File: config.mk
export PLATFORM = sky130hd
export DESIGN_NAME = ballot_collector_flat
export DESIGN_NICKNAME = d
export VERILOG_FILES = /design/src/rtl/ballot_pkg.sv /design/src/rtl/ballot_collector_if.sv /design/src/rtl/ballot_timer.sv /design/src/rtl/ballot_collector.sv /design/src/flat_wrapper.sv
export SDC_FILE = /design/constraint.sdc
export NUM_CORES = 1
export LEC_CHECK = 0
export CAP_MARGIN = 20
export CORE_AREA = 2 2 59 44
export DETAILED_ROUTE_END_ITERATION = 8
export DIE_AREA = 0 0 61 46
export PLACE_DENSITY = 0.78
export RECOVER_POWER = 25
export SYNTH_ARGS = -nofsm -noshare
export SYNTH_HDL_FRONTEND = slang
export SYNTH_SLANG_ARGS = --single-unit
File: constraint.sdc
create_clock -name clk -period 1.65 [get_ports clk]
set_input_delay 0.4125 -clock clk [delete_from_list [all_inputs] [get_ports clk]]
set_output_delay 0.4125 -clock clk [all_outputs]
set_load 0.05 [all_outputs]
File: src/rtl/ballot_pkg.sv
// rtl/ballot_pkg.sv - shared ballot types, sizes and verdict decode for the collector and voter stage
package ballot_pkg;

    localparam int N_VOTERS = 4;

    typedef enum logic [1:0] {
        IDLE = 2'd0,
        REQ  = 2'd1,
        GAP  = 2'd2,
        HOLD = 2'd3
    } state_t;

    localparam logic [2:0] VERDICT_FAIL = 3'b100;
    localparam logic [2:0] VERDICT_TIE  = 3'b010;
    localparam logic [2:0] VERDICT_PASS = 3'b001;

    // Voter-stage decode: at most one yes fails, exactly two ties, three or more pass.
    function automatic logic [2:0] vote_verdict(input logic [N_VOTERS-1:0] votes);
        int unsigned yes_count;
        yes_count = 0;
        for (int i = 0; i < N_VOTERS; i++) begin
            yes_count = yes_count + 32'(votes[i]);
        end
        if (yes_count <= 1) begin
            return VERDICT_FAIL;
        end else if (yes_count == 2) begin
            return VERDICT_TIE;
        end
        return VERDICT_PASS;
    endfunction

endpackage

File: src/rtl/ballot_collector_if.sv
// rtl/ballot_collector_if.sv - voter polling and vote-vector handshake signals
interface ballot_collector_if;
    import ballot_pkg::*;

    logic                start;
    logic [N_VOTERS-1:0] req_o;
    logic                ack_i;
    logic                ballot_i;
    logic [N_VOTERS-1:0] votes_o;
    logic                votes_valid_o;
    logic                votes_ready_i;
    logic [N_VOTERS-1:0] absent_o;
    logic                busy_o;

    modport master (
        input  start,
        input  ack_i,
        input  ballot_i,
        input  votes_ready_i,
        output req_o,
        output votes_o,
        output votes_valid_o,
        output absent_o,
        output busy_o
    );

    modport slave (
        output start,
        output ack_i,
        output ballot_i,
        output votes_ready_i,
        input  req_o,
        input  votes_o,
        input  votes_valid_o,
        input  absent_o,
        input  busy_o
    );

endinterface

File: src/rtl/ballot_timer.sv
// rtl/ballot_timer.sv - clearable per-request timeout counter with terminal-count flag
module ballot_timer #(
    parameter int TIMEOUT = 8
) (
    input  logic clk,
    input  logic rst_n,
    input  logic clr,
    input  logic inc,
    output logic tc
);

    localparam int CW = (TIMEOUT > 1) ? $clog2(TIMEOUT) : 1;

    logic [CW-1:0] cnt;

    assign tc = (cnt == CW'(TIMEOUT - 1));

    // Holding at terminal count keeps the counter from wrapping even if clr arrives late.
    always_ff @(posedge clk or negedge rst_n) begin
        if (!rst_n) begin
            cnt <= '0;
        end else if (clr) begin
            cnt <= '0;
        end else if (inc && !tc) begin
            cnt <= cnt + 1'b1;
        end
    end

endmodule

File: src/rtl/ballot_collector.sv
// rtl/ballot_collector.sv - polls four voters with timeout and hands the vote vector to the voter stage
module ballot_collector
    import ballot_pkg::*;
#(
    parameter int TIMEOUT = 8
) (
    input  logic                clk,
    input  logic                rst_n,
    ballot_collector_if.master  bus
);

    state_t              state, state_n;
    logic [1:0]          idx, idx_n;
    logic [N_VOTERS-1:0] votes_q, votes_n;
    logic [N_VOTERS-1:0] absent_q, absent_n;
    logic [N_VOTERS-1:0] req_q;
    logic                valid_q;
    logic                busy_q;
    logic                timer_tc;
    logic                settled;

    ballot_timer #(
        .TIMEOUT (TIMEOUT)
    ) u_timer (
        .clk   (clk),
        .rst_n (rst_n),
        .clr   (state_n != REQ),
        .inc   (state == REQ),
        .tc    (timer_tc)
    );

    always_comb begin
        state_n  = state;
        idx_n    = idx;
        votes_n  = votes_q;
        absent_n = absent_q;
        settled  = 1'b0;
        case (state)
            IDLE: begin
                if (bus.start) begin
                    state_n  = REQ;
                    idx_n    = 2'd0;
                    votes_n  = '0;
                    absent_n = '0;
                end
            end
            REQ: begin
                // A late ack on the terminal cycle still counts as a real ballot.
                if (bus.ack_i) begin
                    votes_n[idx]  = bus.ballot_i;
                    absent_n[idx] = 1'b0;
                    settled       = 1'b1;
                end else if (timer_tc) begin
                    votes_n[idx]  = 1'b0;
                    absent_n[idx] = 1'b1;
                    settled       = 1'b1;
                end
                if (settled) begin
                    state_n = (idx == 2'(N_VOTERS - 1)) ? HOLD : GAP;
                end
            end
            GAP: begin
                idx_n   = idx + 2'd1;
                state_n = REQ;
            end
            HOLD: begin
                if (bus.votes_ready_i) begin
                    state_n = IDLE;
                end
            end
            default: begin
                state_n = IDLE;
            end
        endcase
    end

    // Outputs are registered from the next-state values so they line up with the state they describe.
    always_ff @(posedge clk or negedge rst_n) begin
        if (!rst_n) begin
            state    <= IDLE;
            idx      <= 2'd0;
            votes_q  <= '0;
            absent_q <= '0;
            req_q    <= '0;
            valid_q  <= 1'b0;
            busy_q   <= 1'b0;
        end else begin
            state    <= state_n;
            idx      <= idx_n;
            votes_q  <= votes_n;
            absent_q <= absent_n;
            req_q    <= (state_n == REQ) ? (N_VOTERS'(1) << idx_n) : '0;
            valid_q  <= (state_n == HOLD);
            busy_q   <= (state_n != IDLE);
        end
    end

    assign bus.req_o         = req_q;
    assign bus.votes_o       = votes_q;
    assign bus.absent_o      = absent_q;
    assign bus.votes_valid_o = valid_q;
    assign bus.busy_o        = busy_q;

endmodule

File: src/flat_wrapper.sv
// flat-port wrapper written by rule: the top's interface ports become plain ports
module ballot_collector_flat import ballot_pkg::*;
#(
    parameter int TIMEOUT = 8
)
  (clk, rst_n, bus_start, bus_ack_i, bus_ballot_i, bus_votes_ready_i, bus_req_o, bus_votes_o, bus_votes_valid_o, bus_absent_o, bus_busy_o);
  ballot_collector_if bus_i ();
  input  logic clk;
  input  logic rst_n;
  input wire logic [$bits(bus_i.start)-1:0] bus_start;
  input wire logic [$bits(bus_i.ack_i)-1:0] bus_ack_i;
  input wire logic [$bits(bus_i.ballot_i)-1:0] bus_ballot_i;
  input wire logic [$bits(bus_i.votes_ready_i)-1:0] bus_votes_ready_i;
  output wire logic [$bits(bus_i.req_o)-1:0] bus_req_o;
  output wire logic [$bits(bus_i.votes_o)-1:0] bus_votes_o;
  output wire logic [$bits(bus_i.votes_valid_o)-1:0] bus_votes_valid_o;
  output wire logic [$bits(bus_i.absent_o)-1:0] bus_absent_o;
  output wire logic [$bits(bus_i.busy_o)-1:0] bus_busy_o;
  assign bus_i.start = bus_start;
  assign bus_i.ack_i = bus_ack_i;
  assign bus_i.ballot_i = bus_ballot_i;
  assign bus_i.votes_ready_i = bus_votes_ready_i;
  assign bus_req_o = bus_i.req_o;
  assign bus_votes_o = bus_i.votes_o;
  assign bus_votes_valid_o = bus_i.votes_valid_o;
  assign bus_absent_o = bus_i.absent_o;
  assign bus_busy_o = bus_i.busy_o;
  ballot_collector #(.TIMEOUT(TIMEOUT)) u_core (.clk(clk), .rst_n(rst_n), .bus(bus_i));
endmodule
==> run_results.csv <==
group,metric,value,unit
worst_setup_path,critPathCaptureType,"flip-flop",
timing,setup_viol_count_final,0,
global_routing,grt_use_total,16.6,%
worst_setup_path,crit_type,"flip-flop to flip-flop",
clocking,ctsLongestPathBuffers,2,
die,ioPinCount,20,
die,die_y,46,um
global_routing,grt_pass1_vias,759,
power_and_ir_drop,switchingPower,1.04,mW
worst_setup_path,crit_arrival,1.76,ns
power_and_ir_drop,power_frac_clock,10.8,%
timing,rsz0062_at_grt,"false",
power_and_ir_drop,leakage,0.671,nW
worst_setup_path,cp_data_required_time,1.90,ns
synth,ys_warn_count,0,
placed_design,dp_hpwl,1510,um
global_routing,grt_overflow,0,
worst_setup_path,cp-startpoint,"u_core.u_timer.cnt[0]",
placed_design,portBuffers,19,
detailed_routing,vias_per_cell,5.08,
cells_and_area,area_growth,34.5,%
timing,hold_ws,0.503,ns
die,die-area,2810,um^2
timing,period_minus_slack,1.51,ns
timing,setup_slack,0.136,ns
worst_hold_path,hold_class,"flip-flop to flip-flop",
clocking,htreeDepth,1,
timing,maxSlewViolCount,0,
clocking,clock-sinks,21,
synth,syn-num-nets,112,
global_routing,grt_max_degree,22,
power_and_ir_drop,switching_share,43.8,%
synth,synth_area_leaders,"dfrtp_1 49%, ha_1 7.0%, nand2_1 4.9%",
synth,yosysSeqAreaShare,49.0,%
cells_and_area,layout.nets,138,
clocking,clk_pin_slew,0.12,ns
die,start_util,46.5,%
flow_run,drv_cap,0,
placed_design,pre_cts_slack,-0.0775,ns
synth,yosysTopAreaCell,"dfrtp_1",
worst_setup_path,r2r-start,"u_core.u_timer.cnt[0]",
cells_and_area,fillers,194,
synth,synth_cells,100,
worst_setup_path,reg2reg_setup_slack,0.14,ns
power_and_ir_drop,worst_ir_drop_vdd,738,uV
clocking,cts_tree,"done",
synth,synth_cell_type_count,36,
clocking,clk_latency,0.31,ns
worst_setup_path,crit_path_start_kind,"flip-flop",
worst_setup_path,cp_max_fo,6,
detailed_routing,wl_per_cell,12.5,um
power_and_ir_drop,seqPwrFrac,34.7,%
placed_design,gp_congestion,0.813,
timing,relSlewSlack,65.3,%
synth,synth_top_area_share,49.0,%
cells_and_area,regArea,526,um^2
timing,fin_tns_setup,0,ns
cells_and_area,drive_gt1_share,28.0,%
worst_setup_path,endpoint,"u_core.bus.req_o[0]",
timing,hold_viol_final,0,
die,coreArea,2310,um^2
clocking,postCtsSetupRepairBufs,0,
detailed_routing,routed_wl,1990,um
clocking,clockRootBuffer,"clkbuf_4",
synth,syn_area_per_cell,10.7,um^2
die,die_x,61,um
power_and_ir_drop,cellInternalPower,1.34,mW
detailed_routing,drtIter0Drc,20,
worst_setup_path,regToRegEndpoint,"u_core.bus.req_o[0]",
timing,finalClockSkew,0.00566,ns
timing,tightest_slew,0.520,ns
detailed_routing,drc,0,
synth,synth.cell_area,1070,um^2
worst_setup_path,reg2regPathDepth,5,
clocking,numCtsBuffers,3,
cells_and_area,post-route-util,62.5,%
power_and_ir_drop,power_density,1650,nW/um^2
cells_and_area,multiInputGateArea,488,um^2
cells_and_area,num_antenna_cells,0,
timing,fin_crit_sh,91.7,%
global_routing,antenna_found_initial,0,
power_and_ir_drop,comb_power_share,54.5,%
synth,synth_seq_cells,21,
detailed_routing,ant_nets,0,
detailed_routing,vias,807,
detailed_routing,first_pass_iters,4,
status,status,"finished, final reports clean",
timing,timing.fmax,661,MHz
global_routing,grt_pass1_wl,3350,um
die,row_count,15,
## worst max-delay path, stage by stage (launching register included)
cell and delay (ns):
dfrtp_1 0.42, ha_1 0.21, ha_2 0.24, nor4b_2 0.30, o21bai_1 0.11, a21oi_1 0.16
## power groups by stage
| stage | combinational [mW] | sequential, mW | clock, mW |
|---|---|---|---|
| 6_report | 1.30 | 0.825 | 0.258 |
| 5_1_grt | 1.41 | 0.848 | 0.286 |
| 4_1_cts | 1.31 | 0.826 | 0.265 |
| 3_5_place_dp | 1.30 | 0.836 | 0 |
| 3_3_place_gp | 1.27 | 0.825 | 0 |
| 2_1_floorplan | 0.639 | 1.05 | 0 |
## cells in the mapped netlist
cell and n:
inv_1 11, o21ai_0 1, nor3b_1 1, and4b_1 1
buf_6 1, a22oi_2 1, o21ba_2 1, o311a_1 1
nor2_1 3, a31oi_1 1, nor3b_2 1, inv_2 1
nand2b_1 1, a32o_1 2, dfrtp_1 21, o21a_1 1
and4bb_1 1, a211oi_2 3, nor4b_1 1, a21o_1 1
o31ai_1 2, ha_1 6, buf_4 2, and2_1 1
o31a_1 1, and2b_1 1, o22a_1 1, nand3_1 1
mux2i_1 1, nor3b_4 1, o21bai_1 2, nor2b_1 2
o21bai_2 1, nand2_1 14, o21ai_1 7, a21oi_1 2
## cell families (layout without fill, tap and decap cells)
family,Yosys count,in the layout,synth area share (%)
buffers and inverters,15,40,6.64
adders and majority gates,6,6,6.99
and+or+nand+nor,29,29,16.0
AOI/OAI and AO/OA,28,28,20.5
DFF,21,21,49.0
muxes,1,1,0.932
## cell type report
class                   instances  share of cell area (%)
inverters                      12                    3.12
clock buffers                   3                    1.56
flip-flops and latches         21                    36.4
clock inverters                 1                   0.347
repair buffers                 24                    21.8
well taps                      34                    2.95
multi-input cells              64                    33.8
## how the worst min path moves through the flow
| stage | start | endpoint | slack (ns) | cells past startpoint |
|---|---|---|---|---|
| after global placement | u_core.u_timer.cnt[0] | u_core.u_timer.cnt[0] | 0.47 | 1 |
| after CTS | rst_n | u_core.bus.votes_o[2] | 0.44 | 2 |
| after detailed placement | u_core.u_timer.cnt[0] | u_core.u_timer.cnt[0] | 0.48 | 1 |
| after floorplan | rst_n | u_core.bus.absent_o[0] | 0.12 | 0 |
| final | u_core.u_timer.cnt[0] | u_core.u_timer.cnt[0] | 0.50 | 1 |
| after global routing | u_core.u_timer.cnt[0] | u_core.u_timer.cnt[0] | 0.52 | 1 |
## cells in the final DEF, fill, tap and decap left out, types with 2 or more instances in the layout
master and count:
o21bai_1 2, clkdlybuf4s50_1 4, clkbuf_4 3, buf_4 8, a21oi_1 2, o31ai_1 2
inv_1 11, nor2_1 2, a211oi_2 3, dfrtp_1 21, o21ai_1 7, buf_12 10
a32o_1 2, nand2_1 14, nor2b_1 2, ha_1 5
## sequential cells by signal (all words and copies together), names as in the netlist
register and cells:
u_core.u_timer.cnt 3, u_core.state 2, u_core.bus.votes_o 4, u_core.idx 2, u_core.bus.absent_o 4, u_core.bus.votes_valid_o 1
u_core.bus.req_o 4, u_core.bus.busy_o 1
## stage by stage
stage	power, mW	cell area, um^2	std cells
finish	2.38	1440	159
global route	2.54	1440	159
CTS	2.40	1440	159
detailed placement	2.14	1410	155
global placement	2.09	1410	155
floorplan	1.69	1070	100
## what timing repair did
item / in CTS / in global routing
hold buffers: 0 / 0
endpoints found under the setup margin: 2 / 8
resized for setup: 1 / 2
## routing by layer
metal,vias to the layer above,global-route usage (%),share of wire (%)
li1,393,-,-
met1,393,20.8,45
met2,17,27.7,50
met3,4,5.11,4.4
met4,0,5.22,1.2
met5,-,0,0
Note: power is estimated with default switching activity, not from simulation.
==> RTL edit, RTL diff (same flow settings) <==
Re-encode `state_t` (4 states) as one-hot, 4 bits wide.
--- a/src/rtl/ballot_pkg.sv
+++ b/src/rtl/ballot_pkg.sv
@@ -4,9 +4,9 @@
     localparam int N_VOTERS = 4;
 
-    typedef enum logic [1:0] {
-        IDLE = 2'd0,
-        REQ  = 2'd1,
-        GAP  = 2'd2,
-        HOLD = 2'd3
+    typedef enum logic [3:0] {
+        IDLE = 4'b0001,
+        REQ  = 4'b0010,
+        GAP  = 4'b0100,
+        HOLD = 4'b1000
     } state_t;
 
Behaviour: same outputs for any inputs over 10 cycles, from zero or initial values and one cycle with rst_n low; not proved beyond that.
==> RTL edit against the unedited design <==
Die area is the same. Worst setup slack lost 0.14 ns. Total power shrank 15%. Sequential cell count grew 2. Sequential power shrank 9.5%. Synthesized area shrank 0.35%. Clock skew grew 0.0035 ns. Cell area grew 8.3%. Wire length grew 19%. Highest routed layer unchanged. Largest power group unchanged. Maximum frequency shrank 8.6%. The flow now finishes with violations (negative setup slack).
==> RTL edit: results (changes against the unedited design) <==
via count of the first global-routing pass=859 (+13%); Setup Fix Bufs, Post-CTS=0 (unchanged); initial antenna violation count=0 (unchanged); Mapped Nets=104 (-7.1%); Worst VDD drop=0.889 mV (+20%); Hold Crit Endpoint=u_core.u_timer.cnt[2]; FF-to-FF path depth=4 (-1); sequential share of the synthesized area=53.9% (+5.0 points); largest net degree at the start of global routing=24 (+9.1%); H-tree Lvls=1 (unchanged); PortBufs=19 (unchanged); DP Area=1490 sq um (+6.0%); Global Route Usage Sum=19.4% (+2.7 points); routability cong.=0.892 (+9.7%); CTS Root Cell=clkbuf_4; Worst Setup EP=u_core.bus.votes_o[3]; commonest cells in the netlist=dfrtp_1, nand2_1, a22o_1; final core occ=67.8% (+5.2 points); Post-synth ARST share=100% (unchanged); hold wc startpoint=u_core.u_timer.cnt[2]; Min-Delay Path Depth=2 (+1); Pre-antenna DRT Iters=4 (unchanged); Final nets=143 (+3.6%); Routed WL=2.37 mm (+19%); CP Data Arrival Time=1.93 ns (+0.17 ns); post-synth cell types=31 (-14%); Final HPWL DP=1.81 mm (+20%); Max FO, Critical Path=6 (unchanged); first-pass GRT wire length=3.91 mm (+17%); Sw Share=39.6% (-4.2 points); clock skew=0.00920 ns (+0.00353 ns); ANT cells=0 (unchanged); dominant cells by area after synthesis=dfrtp_1, ha_1, a22o_1; clock latency on the worst-skew pair=around 0.32 ns; Fillers=178 (-8.2%); layout cells sized above 1=39.2% (+11 points); TNS Setup=-0.00658 ns (-0.00658 ns); Final setup viols=1 (+1); Leak=0.000732 uW (+9.0%); Ys Warns=0 (unchanged); Initial DRC Count=25 (+25%); via total after detailed routing=874 (+8.3%); outcome=complete, but fails checks; critical path type=reg -> reg; Worst Tran Pin Value=0.548 ns (+0.0278 ns); worst r2r src=u_core.state[2]; fin worst setup slack=-0.00658 ns (-0.143 ns); violated checks=negative setup slack
## RTL edit: stage by stage
stage	instances	hold WS, ns	setup WS [ns]
after floorplan	92	0.117	-0.0528
after global placement	160	0.477	-0.175
after detailed placement	160	0.502	-0.210
after CTS	164	0.436	-0.0136
after global routing	164	0.584	-0.0769
final	164	0.527	-0.00658
## RTL edit: worst max-delay path, stage by stage (launching register included)
cell and delay [ns]:
dfrtp_1 0.40, or4b_4 0.60, or2_4 0.30, o21ai_2 0.15, a22o_1 0.16
## RTL edit: cell type report
cell class | instances | area [sq um] | area share [%]
flip-flops and latches | 23 | 577 | 36.9
multi-input cells | 65 | 520 | 33.3
repair buffers | 35 | 385 | 24.6
well taps | 34 | 42.5 | 2.72
clock buffers | 3 | 22.5 | 1.44
inverters | 3 | 11.3 | 0.720
clock inverters | 1 | 5.00 | 0.320
## RTL edit: routing by layer
metal	vias to the layer above	GRT usage, %	wire [um]
met5	-	0	0
met4	0	4.78	24
met3	2	5.68	127
met2	26	31.4	1140
met1	424	25.8	1070
li1	422	-	-
## RTL edit: what timing repair did
action	in CTS	in global routing
pin swaps	2	1
setup endpoints to repair	15	14
resized for setup	4	8
gates cloned	0	0
## RTL edit: power by group through the flow
stage | registers (uW) | logic [uW] | clock network, uW
after floorplan | 915 | 376 | 0
after global placement | 748 | 928 | 0
after detailed placement | 752 | 958 | 0
after CTS | 743 | 974 | 275
after global routing | 759 | 1090 | 293
final | 747 | 1010 | 265
## RTL edit: kinds of logic after synthesis
family          after synthesis  synth area share (%)
simple gates                 31                  15.6
compound gates               27                  20.7
flops                        23                  53.9
fa+ha+maj                     6                  7.02
buf+inv                       4                  1.75
mux                           1                  1.05
